==> src/rtl/host_arb2_if.sv <==
// Per-master command channel between one requester and host_arb2.
// Latency: none, pure signal bundle.
// Backpressure: requester holds cmd_vld and fields until cmd_rdy.
interface host_arb2_if;
  logic        cmd_vld;
  logic [31:0] addr;
  logic [31:0] data_w;
  logic        rw;
  logic        cmd_rdy;
  logic [31:0] data_r;
  logic        rd_vld;
  logic        rd_err;

  // requester side: issues commands, receives read responses
  modport master (
    output cmd_vld, addr, data_w, rw,
    input  cmd_rdy, data_r, rd_vld, rd_err
  );

  // arbiter side: accepts commands, returns read responses
  modport slave (
    input  cmd_vld, addr, data_w, rw,
    output cmd_rdy, data_r, rd_vld, rd_err
  );
endinterface

==> src/rtl/host_arb2.sv <==
// host_arb2: round-robin arbiter/sequencer letting two masters share one host command bus.
// Latency: accept -> s_cmd_vld next cycle; read response registered one cycle after s_rd_vld or timeout.
// Backpressure: only the IDLE winner sees cmd_rdy; one command in flight, losers keep waiting.
// Optional statistics ports are compiled in with HOST_ARB2_STATS_EN.
module host_arb2 #(
  parameter int unsigned RD_TIMEOUT   = 16,
  parameter logic [31:0] TIMEOUT_DATA = 32'hdead_beef
) (
  input  logic        clk,
  input  logic        reset,
  host_arb2_if.slave  m0,
  host_arb2_if.slave  m1,
  output logic        s_cmd_vld,
  output logic [31:0] s_addr,
  output logic [31:0] s_data_w,
  output logic        s_rw,
  input  logic [31:0] s_data_r,
  input  logic        s_rd_vld,
  output logic        stray_rd
`ifdef HOST_ARB2_STATS_EN
  ,
  output logic [15:0] m0_grants,
  output logic [15:0] m1_grants,
  output logic [7:0]  rd_timeouts
`endif
);

  typedef enum logic [1:0] {
    IDLE    = 2'd0,
    ISSUE   = 2'd1,
    WAIT_RD = 2'd2
  } state_t;

  // last counter value still inside the read window
  localparam logic [7:0] TO_LAST = 8'(RD_TIMEOUT - 1);

  state_t      state_q, state_d;
  logic        prio_q;      // 0: m0 wins a tie, 1: m1 wins a tie
  logic        own_q;       // master that issued the command in flight
  logic [31:0] addr_q;
  logic [31:0] data_w_q;
  logic        rw_q;
  logic [7:0]  cnt_q;
  logic        stray_q;

  logic        winner;
  logic        accept;
  logic        rsp_ok;
  logic        rsp_to;
  logic        rsp_fire;
  logic [31:0] rsp_dat;

  logic        m0_rd_vld_q, m0_rd_err_q;
  logic [31:0] m0_data_r_q;
  logic        m1_rd_vld_q, m1_rd_err_q;
  logic [31:0] m1_data_r_q;

  // next-state, arbitration and response-event decode
  always_comb begin
    state_d = state_q;
    accept  = 1'b0;
    rsp_ok  = 1'b0;
    rsp_to  = 1'b0;
    winner  = 1'b0;
    if (m0.cmd_vld && m1.cmd_vld) begin
      winner = prio_q;
    end else begin
      winner = m1.cmd_vld;
    end
    case (state_q)
      IDLE: begin
        if (m0.cmd_vld || m1.cmd_vld) begin
          accept  = 1'b1;
          state_d = ISSUE;
        end
      end
      ISSUE: begin
        state_d = rw_q ? IDLE : WAIT_RD;
      end
      WAIT_RD: begin
        // a slave response in the final window cycle beats the timeout
        if (s_rd_vld) begin
          rsp_ok  = 1'b1;
          state_d = IDLE;
        end else if (cnt_q == TO_LAST) begin
          rsp_to  = 1'b1;
          state_d = IDLE;
        end
      end
      default: begin
        state_d = IDLE;
      end
    endcase
  end

  assign rsp_fire = rsp_ok | rsp_to;
  assign rsp_dat  = rsp_ok ? s_data_r : TIMEOUT_DATA;

  assign m0.cmd_rdy = accept & ~winner;
  assign m1.cmd_rdy = accept & winner;

  // state register
  always_ff @(posedge clk or posedge reset) begin
    if (reset) begin
      state_q <= IDLE;
    end else begin
      state_q <= state_d;
    end
  end

  // capture the accepted command and hand priority to the other master
  always_ff @(posedge clk or posedge reset) begin
    if (reset) begin
      prio_q   <= 1'b0;
      own_q    <= 1'b0;
      addr_q   <= '0;
      data_w_q <= '0;
      rw_q     <= 1'b0;
    end else if (accept) begin
      prio_q   <= ~winner;
      own_q    <= winner;
      addr_q   <= winner ? m1.addr   : m0.addr;
      data_w_q <= winner ? m1.data_w : m0.data_w;
      rw_q     <= winner ? m1.rw     : m0.rw;
    end
  end

  // read-wait counter: cleared while issuing, counts every WAIT_RD cycle
  always_ff @(posedge clk or posedge reset) begin
    if (reset) begin
      cnt_q <= '0;
    end else if (state_q == ISSUE) begin
      cnt_q <= '0;
    end else if (state_q == WAIT_RD) begin
      cnt_q <= cnt_q + 8'd1;
    end
  end

  // registered response to the owning master; data holds between responses
  always_ff @(posedge clk or posedge reset) begin
    if (reset) begin
      m0_rd_vld_q <= 1'b0;
      m0_rd_err_q <= 1'b0;
      m0_data_r_q <= '0;
      m1_rd_vld_q <= 1'b0;
      m1_rd_err_q <= 1'b0;
      m1_data_r_q <= '0;
    end else begin
      m0_rd_vld_q <= rsp_fire & ~own_q;
      m0_rd_err_q <= rsp_fire & ~own_q & rsp_to;
      m1_rd_vld_q <= rsp_fire & own_q;
      m1_rd_err_q <= rsp_fire & own_q & rsp_to;
      if (rsp_fire && !own_q) begin
        m0_data_r_q <= rsp_dat;
      end
      if (rsp_fire && own_q) begin
        m1_data_r_q <= rsp_dat;
      end
    end
  end

  // sticky flag for slave read data arriving when no read is outstanding
  always_ff @(posedge clk or posedge reset) begin
    if (reset) begin
      stray_q <= 1'b0;
    end else if (s_rd_vld && (state_q != WAIT_RD)) begin
      stray_q <= 1'b1;
    end
  end

`ifdef HOST_ARB2_STATS_EN
  // saturating grant and timeout counters
  always_ff @(posedge clk or posedge reset) begin
    if (reset) begin
      m0_grants   <= '0;
      m1_grants   <= '0;
      rd_timeouts <= '0;
    end else begin
      if (accept && !winner && (m0_grants != 16'hffff)) begin
        m0_grants <= m0_grants + 16'd1;
      end
      if (accept && winner && (m1_grants != 16'hffff)) begin
        m1_grants <= m1_grants + 16'd1;
      end
      if (rsp_to && (rd_timeouts != 8'hff)) begin
        rd_timeouts <= rd_timeouts + 8'd1;
      end
    end
  end
`endif

  // downstream bus: fields hold the last issued command, strobe only in ISSUE
  assign s_cmd_vld = (state_q == ISSUE);
  assign s_addr    = addr_q;
  assign s_data_w  = data_w_q;
  assign s_rw      = rw_q;
  assign stray_rd  = stray_q;

  assign m0.rd_vld = m0_rd_vld_q;
  assign m0.rd_err = m0_rd_err_q;
  assign m0.data_r = m0_data_r_q;
  assign m1.rd_vld = m1_rd_vld_q;
  assign m1.rd_err = m1_rd_err_q;
  assign m1.data_r = m1_data_r_q;

endmodule

==> src/flat_wrapper.sv <==
// flat-port wrapper written by rule: the top's interface ports become plain ports
module host_arb2_flat 
#(
  parameter int unsigned RD_TIMEOUT   = 16,
  parameter logic [31:0] TIMEOUT_DATA = 32'hdead_beef
)
  (clk, reset, s_cmd_vld, s_addr, s_data_w, s_rw, s_data_r, s_rd_vld, stray_rd, m0_cmd_vld, m0_addr, m0_data_w, m0_rw, m0_cmd_rdy, m0_data_r, m0_rd_vld, m0_rd_err, m1_cmd_vld, m1_addr, m1_data_w, m1_rw, m1_cmd_rdy, m1_data_r, m1_rd_vld, m1_rd_err);
  host_arb2_if m0_i ();
  host_arb2_if m1_i ();
  input  logic clk;
  input  logic reset;
  output logic s_cmd_vld;
  output logic [31:0] s_addr;
  output logic [31:0] s_data_w;
  output logic s_rw;
  input  logic [31:0] s_data_r;
  input  logic s_rd_vld;
  output logic stray_rd;
  input wire logic [$bits(m0_i.cmd_vld)-1:0] m0_cmd_vld;
  input wire logic [$bits(m0_i.addr)-1:0] m0_addr;
  input wire logic [$bits(m0_i.data_w)-1:0] m0_data_w;
  input wire logic [$bits(m0_i.rw)-1:0] m0_rw;
  output wire logic [$bits(m0_i.cmd_rdy)-1:0] m0_cmd_rdy;
  output wire logic [$bits(m0_i.data_r)-1:0] m0_data_r;
  output wire logic [$bits(m0_i.rd_vld)-1:0] m0_rd_vld;
  output wire logic [$bits(m0_i.rd_err)-1:0] m0_rd_err;
  input wire logic [$bits(m1_i.cmd_vld)-1:0] m1_cmd_vld;
  input wire logic [$bits(m1_i.addr)-1:0] m1_addr;
  input wire logic [$bits(m1_i.data_w)-1:0] m1_data_w;
  input wire logic [$bits(m1_i.rw)-1:0] m1_rw;
  output wire logic [$bits(m1_i.cmd_rdy)-1:0] m1_cmd_rdy;
  output wire logic [$bits(m1_i.data_r)-1:0] m1_data_r;
  output wire logic [$bits(m1_i.rd_vld)-1:0] m1_rd_vld;
  output wire logic [$bits(m1_i.rd_err)-1:0] m1_rd_err;
  assign m0_i.cmd_vld = m0_cmd_vld;
  assign m0_i.addr = m0_addr;
  assign m0_i.data_w = m0_data_w;
  assign m0_i.rw = m0_rw;
  assign m0_cmd_rdy = m0_i.cmd_rdy;
  assign m0_data_r = m0_i.data_r;
  assign m0_rd_vld = m0_i.rd_vld;
  assign m0_rd_err = m0_i.rd_err;
  assign m1_i.cmd_vld = m1_cmd_vld;
  assign m1_i.addr = m1_addr;
  assign m1_i.data_w = m1_data_w;
  assign m1_i.rw = m1_rw;
  assign m1_cmd_rdy = m1_i.cmd_rdy;
  assign m1_data_r = m1_i.data_r;
  assign m1_rd_vld = m1_i.rd_vld;
  assign m1_rd_err = m1_i.rd_err;
  host_arb2 #(.RD_TIMEOUT(RD_TIMEOUT), .TIMEOUT_DATA(TIMEOUT_DATA)) u_core (.clk(clk), .reset(reset), .m0(m0_i), .m1(m1_i), .s_cmd_vld(s_cmd_vld), .s_addr(s_addr), .s_data_w(s_data_w), .s_rw(s_rw), .s_data_r(s_data_r), .s_rd_vld(s_rd_vld), .stray_rd(stray_rd));
endmodule
==> config.mk <==
export PLATFORM = sky130hd
export DESIGN_NAME = host_arb2_flat
export DESIGN_NICKNAME = d
export VERILOG_FILES = /design/src/rtl/host_arb2_if.sv /design/src/rtl/host_arb2.sv /design/src/flat_wrapper.sv
export SDC_FILE = /design/constraint.sdc
export NUM_CORES = 1
export LEC_CHECK = 0
export BUFFER_PORTS_ARGS = -buffer_cell sky130_fd_sc_hd__buf_2
export CAP_MARGIN = 20
export CORE_MARGIN = 2
export CORE_UTILIZATION = 30
export DETAILED_ROUTE_END_ITERATION = 10
export SYNTH_ARGS = -nofsm -noshare
export SYNTH_HDL_FRONTEND = slang
export SYNTH_SLANG_ARGS = --single-unit
==> constraint.sdc <==
create_clock -name clk -period 11.7 [get_ports clk]
set_input_delay 1.17 -clock clk [delete_from_list [all_inputs] [get_ports clk]]
set_output_delay 1.17 -clock clk [all_outputs]
set_load 0.01 [all_outputs]
Word-level counts from Yosys, hierarchy flattened. Index checks and enable logic that the tools add are counted.

Bits in registers: 146. Bits in latches: 0. Memory bits (writable): 0. Bits in read-only memories: 0. Input bits: 167. Logic and storage cells: 58. Memories kept: 0.

$add $sub $neg: 1. Multiply operators: 0. Divide/modulo/power cells: 0. Magnitude comparators: 0. Equal/unequal tests: 6. Shifts and indexed selects: 0. Mux-type cells: 19. Bitwise operators: 9. Reduce and logical (&&, ||, !) cells: 9.

Operators with widths (count): two-way mux 32 bit (3); two-way mux 8 bit (2); two-way mux 1 bit (9); adder 8 x 1 -> 8 bit (second input constant) (1); equality test 8 x 4 -> 1 bit (second input constant) (1); two-way mux 2 bit (4); AND 1 bit (6); case mux 2 bit (3 select lines) (1); logical AND 1 bit (4); inequality test 3 x 2 -> 1 bit (second input constant) (1); equality test 2 x 1 -> 1 bit (second input constant) (1); equality test 2 bit (second input constant) (1); zero test 2 bit (1); inequality test 2 x 1 -> 1 bit (second input constant) (1); inequality test 2 bit (second input constant) (1); inverter 1 bit (2); AND reduction 2 bit (1); nonzero test 2 bit (1); zero test 1 bit (1); logical OR 1 bit (1); bitwise OR 1 bit (1).

Logic depth before layout (Yosys ltp).
Depth after elaboration: 7. Depth in mapped cells: 8.

Worst setup path after synthesis. OpenSTA, ideal clock, no wires.

Kind: input to output. Start point: in m1_cmd_vld. End point: out m1_cmd_rdy. Data arrival time: 1.743 ns. Required time: 10.530 ns. Path slack: 8.787 ns. Stages on the path: 3. Path buffers: 1. Path through: nand2_1 a21oi_1 clkbuf_1.

Cells in the longest elaborated chain, start to end: 4. Elaborated cells on any way between the ends: 6. Those cells by class: mux (3); bitwise (1); reduce/logical (2).

Ends and longest elaborated chain: from (decl) (RTL line flat_wrapper.sv:27) `input wire logic [$bits(m1_i.cmd_vld)-1:0] m1_cmd_vld;`; logical OR 1 bit (RTL line host_arb2.sv:72) `if (m0.cmd_vld || m1.cmd_vld) begin`; two-way mux 1 bit (RTL line host_arb2.sv:72); two-way mux 1 bit (RTL line host_arb2.sv:70) `case (state_q)`; AND 1 bit (*) (RTL line host_arb2.sv:100) `assign m1.cmd_rdy = accept & winner;`; to (decl) (RTL line flat_wrapper.sv:31) `output wire logic [$bits(m1_i.cmd_rdy)-1:0] m1_cmd_rdy;`.

Mark *: on every way between the ends. The rest lies on a longest branch, timed or not.

Worst setup path after layout.
Start point: reg u_core.state_q[0]. End point: out m0_cmd_rdy.

Cells in the longest elaborated chain, start to end: 3.

Ends and longest elaborated chain: from (decl) (RTL line host_arb2.sv:37) `state_t state_q, state_d;`; from (signal assigned) (RTL line host_arb2.sv:107) `state_q <= state_d;`; zero test 2 bit (RTL line host_arb2.sv:70); two-way mux 1 bit (RTL line host_arb2.sv:70); AND 1 bit (RTL line host_arb2.sv:99) `assign m0.cmd_rdy = accept & ~winner;`; to (decl) (RTL line flat_wrapper.sv:23) `output wire logic [$bits(m0_i.cmd_rdy)-1:0] m0_cmd_rdy;`.

No other way between the ends.

==> flow_summary.ini <==
[outcome]
status = completed

[routing]
antenna_left = 0
drc = 0
drt_iter0_markers = 299
vias_per_cell = 4.84
drtPass1Iterations = 4
wirelength_um = 21700
vias = 6048
wl_per_cell_um = 17.4

[cts]
ctsResizeCount = 0
numCtsBuffers = 17
clock_latency_ns = 0.41
cts_setup_buffers = 0
path_clk_slew_ns = 0.06
postCtsHoldBufs = 0
cts_tree = yes
h-tree-depth = 4
clkSinkCount = 146
clk_path_buf_depth = 2
root_buffer = clkbuf_16

[yosys]
ys_top_cells_by_count = dfrtp_1, and2_1, a221o_1
synth_edf_count = 0
synth_compound_area_frac = 0.222
syn_nets = 819
synth_xor_area_frac = 0
synthArstFlopShare = 1.00
synth_cell_types = 41
synth_top_area_frac = 0.520
synth.cell_area_sq_mm = 0.00702
synthTopCellsByArea = dfrtp_1, a221o_1, and2_1
yosys.area_share.simple = 0.168
ys_seq_area_frac = 0.520
synthAdderAreaFrac = 0.00713
synth_top_family_by_area = compound AO/OA/AOI/OAI gates
synth.avg_cell_area_sq_um = 10.8
yosys.area.top_type = dfrtp_1
synthFlopType = dfrtp_1
synth_cells = 648
yosysWarningCount = 0
synth.mux.area_fraction = 0.0132
ys_seq_elements = 146
synth_most_common_cell = dfrtp_1

[sta]
max_freq_ghz = 0.277
finalSetupViolCount = 0
fin_hold_ws_ns = 0.487
clock-skew-final_ns = 0.0127
fin_tns_setup_ns = 0
drv_slew = 0
rsz0062_at_grt = false
worstMarginPinSlew_ns = 1.03
max_slew_margin = 0.313
hold_viol_final = 0
post-route-min-period_ns = 3.60
period_share = 0.308

[power_and_ir_drop]
totalPowerFinal_mw = 2.31
power_density_mw_per_mm2 = 245
p_leak_nw = 4.39
peakVddDrop_uv = 155

[critical_path]
critical_path_class = flop to primary output
worstPathMaxFanout = 67
critPathSlowestCell = buf_4
r2r-start = u_core.cnt_q[4]$_DFFE_PP0P_
crit_start = u_core.state_q[0]$_DFFE_PP0P_
required_ns = 10.53
end_kind = primary output
arrival_ns = 2.43
max_stage_delay_ns = 0.60
path_cells = inv_1 -> ha_1 -> nand2_1 -> a21oi_4 -> buf_4 -> buf_2
start_kind = flop

[die]
die_w_um = 157
start_util = 0.308
die-area_sq_mm = 0.0247
ios = 304
die_h_um = 157
core_sq_mm = 0.0228
rows = 55

[global_routing]
grt_pass1_vias = 5960
grtUsageMet1 = 0.221
grt_pass1_wl_um = 33300
grt_start_max_net_pins = 82
met2_usage = 0.290
use_met3 = 0.0540
grt_usage = 0.174
grt-busiest-layer = met2
grt.overflow.total = 0
antenna_found_initial = 1

[placement]
dp_hpwl_um = 14700
io_buffer_count = 303
gp_congestion = 0.765

[cells_and_area]
multi_input_area_sq_mm = 0.00292
seqCellArea_sq_mm = 0.00365
final_nets = 1096
layout-drive-gt1-share = 0.407
fillCellCount = 2251
n_antenna_cell = 0
area_delta_synth_final_pct = 33.9

[min_path]
hp-class = flop to flop
hold_start = u_core.stray_rd$_DFFE_PP0P_

[job]
drv_cap = 0
[area by class of cell]
class                   instances  area share
inverters                      63      0.0257
well taps                     313      0.0417
clock buffers                  19      0.0460
repair buffers                312       0.168
flip-flops and latches        146       0.389
clock inverters                12      0.0192
multi-input cells             385       0.310
[worst paths after layout]
check / end / slack, ns / cells past startpoint
worst min-delay path: u_core.stray_rd$_DFFE_PP0P_ / 0.49 / 1
worst max register to register: u_core.m0.data_r[14]$_DFFE_PP0P_ / 9.45 / 3
max in group asynchronous: u_core.m1.data_r[6]$_DFFE_PP0P_ / 9.39 / 3
worst min register to register: u_core.stray_rd$_DFFE_PP0P_ / 0.49 / 1
min in group asynchronous: u_core.s_addr[20]$_DFFE_PP0P_ / 0.90 / 2
worst max-delay path: m0_cmd_rdy / 8.10 / 6
[worst max-delay path, delay by kind of cell (launching register included)]
kind,cells,cell delay (ns)
AND/OR/NAND/NOR,1,0.15
buffers and inverters,3,0.98
AO/OA/AOI/OAI,1,0.12
adder cells (fa/ha/maj),1,0.38
flip-flops,1,0.38
[report_power, final]
| part | internal, mW | leakage, nW | switching (mW) |
|---|---|---|---|
| Sequential | 0.690 | 1.82 | 0.112 |
| Combinational | 0.411 | 2.28 | 0.509 |
| Clock | 0.358 | 0.294 | 0.227 |
| Total | 1.46 | 4.39 | 0.848 |
[layer usage]
| layer | vias to the layer above | part of all wire | wire (um) |
|---|---|---|---|
| met4 | 2 | 0.0091 | 198 |
| met2 | 234 | 0.48 | 10400 |
| li1 | 2897 | - | - |
| met1 | 2900 | 0.43 | 9430 |
| met5 | - | 0.00060 | 13 |
| met3 | 15 | 0.078 | 1690 |
[layout by cell type, fill, tap and decap left out, types with 2 or more instances in the layout]
cell type / count
mux2_2: 2
o22ai_1: 3
buf_2: 303
clkbuf_16: 17
ha_1: 3
clkinvlp_4: 2
mux2i_1: 7
or4_1: 2
a21oi_2: 31
a21oi_4: 2
o211ai_1: 2
buf_4: 9
nor4_1: 2
bufinv_16: 4
o211a_1: 2
dfrtp_1: 146
nor2_1: 15
clkbuf_1: 2
inv_1: 62
a211o_1: 12
nand3_1: 4
nor2b_1: 4
nand4bb_1: 22
a21boi_0: 2
o21ai_0: 49
nand2_1: 15
clkinv_4: 2
o2111ai_1: 2
and2_0: 6
clkinv_2: 2
or4bb_1: 2
a221o_1: 65
nand4b_1: 24
a21oi_1: 17
inv_6: 3
and2_1: 71
a21o_1: 7
[cell families after synthesis]
family,Yosys count
and+or+nand+nor,172
adders and majority gates,4
buffers and inverters,117
muxes,9
DFF,146
AOI/OAI and AO/OA,200
[through the flow]
step / setup slack [ns] / instances / utilization / cell area (sq um)
final: 8.10 / 1250 / 0.413 / 9400
after global routing: 7.90 / 1250 / 0.413 / 9400
after CTS: 8.07 / 1250 / 0.413 / 9400
after detailed placement: 8.12 / 1219 / 0.386 / 8790
after global placement: 8.12 / 1219 / 0.386 / 8790
after floorplan: 6.61 / 648 / - / 7020
[state kept, by name, indices dropped and copies added (netlist names)]
register	cells
u_core.m0.data_r	32
u_core.state_q	2
u_core.m0.rd_err	1
u_core.m1.rd_vld	1
u_core.m1.rd_err	1
u_core.m1.data_r	32
u_core.s_data_w	32
u_core.s_addr	32
u_core.stray_rd	1
u_core.own_q	1
u_core.prio_q	1
u_core.cnt_q	8
u_core.s_rw	1
u_core.m0.rd_vld	1
Power figures use the tool's default switching activity.
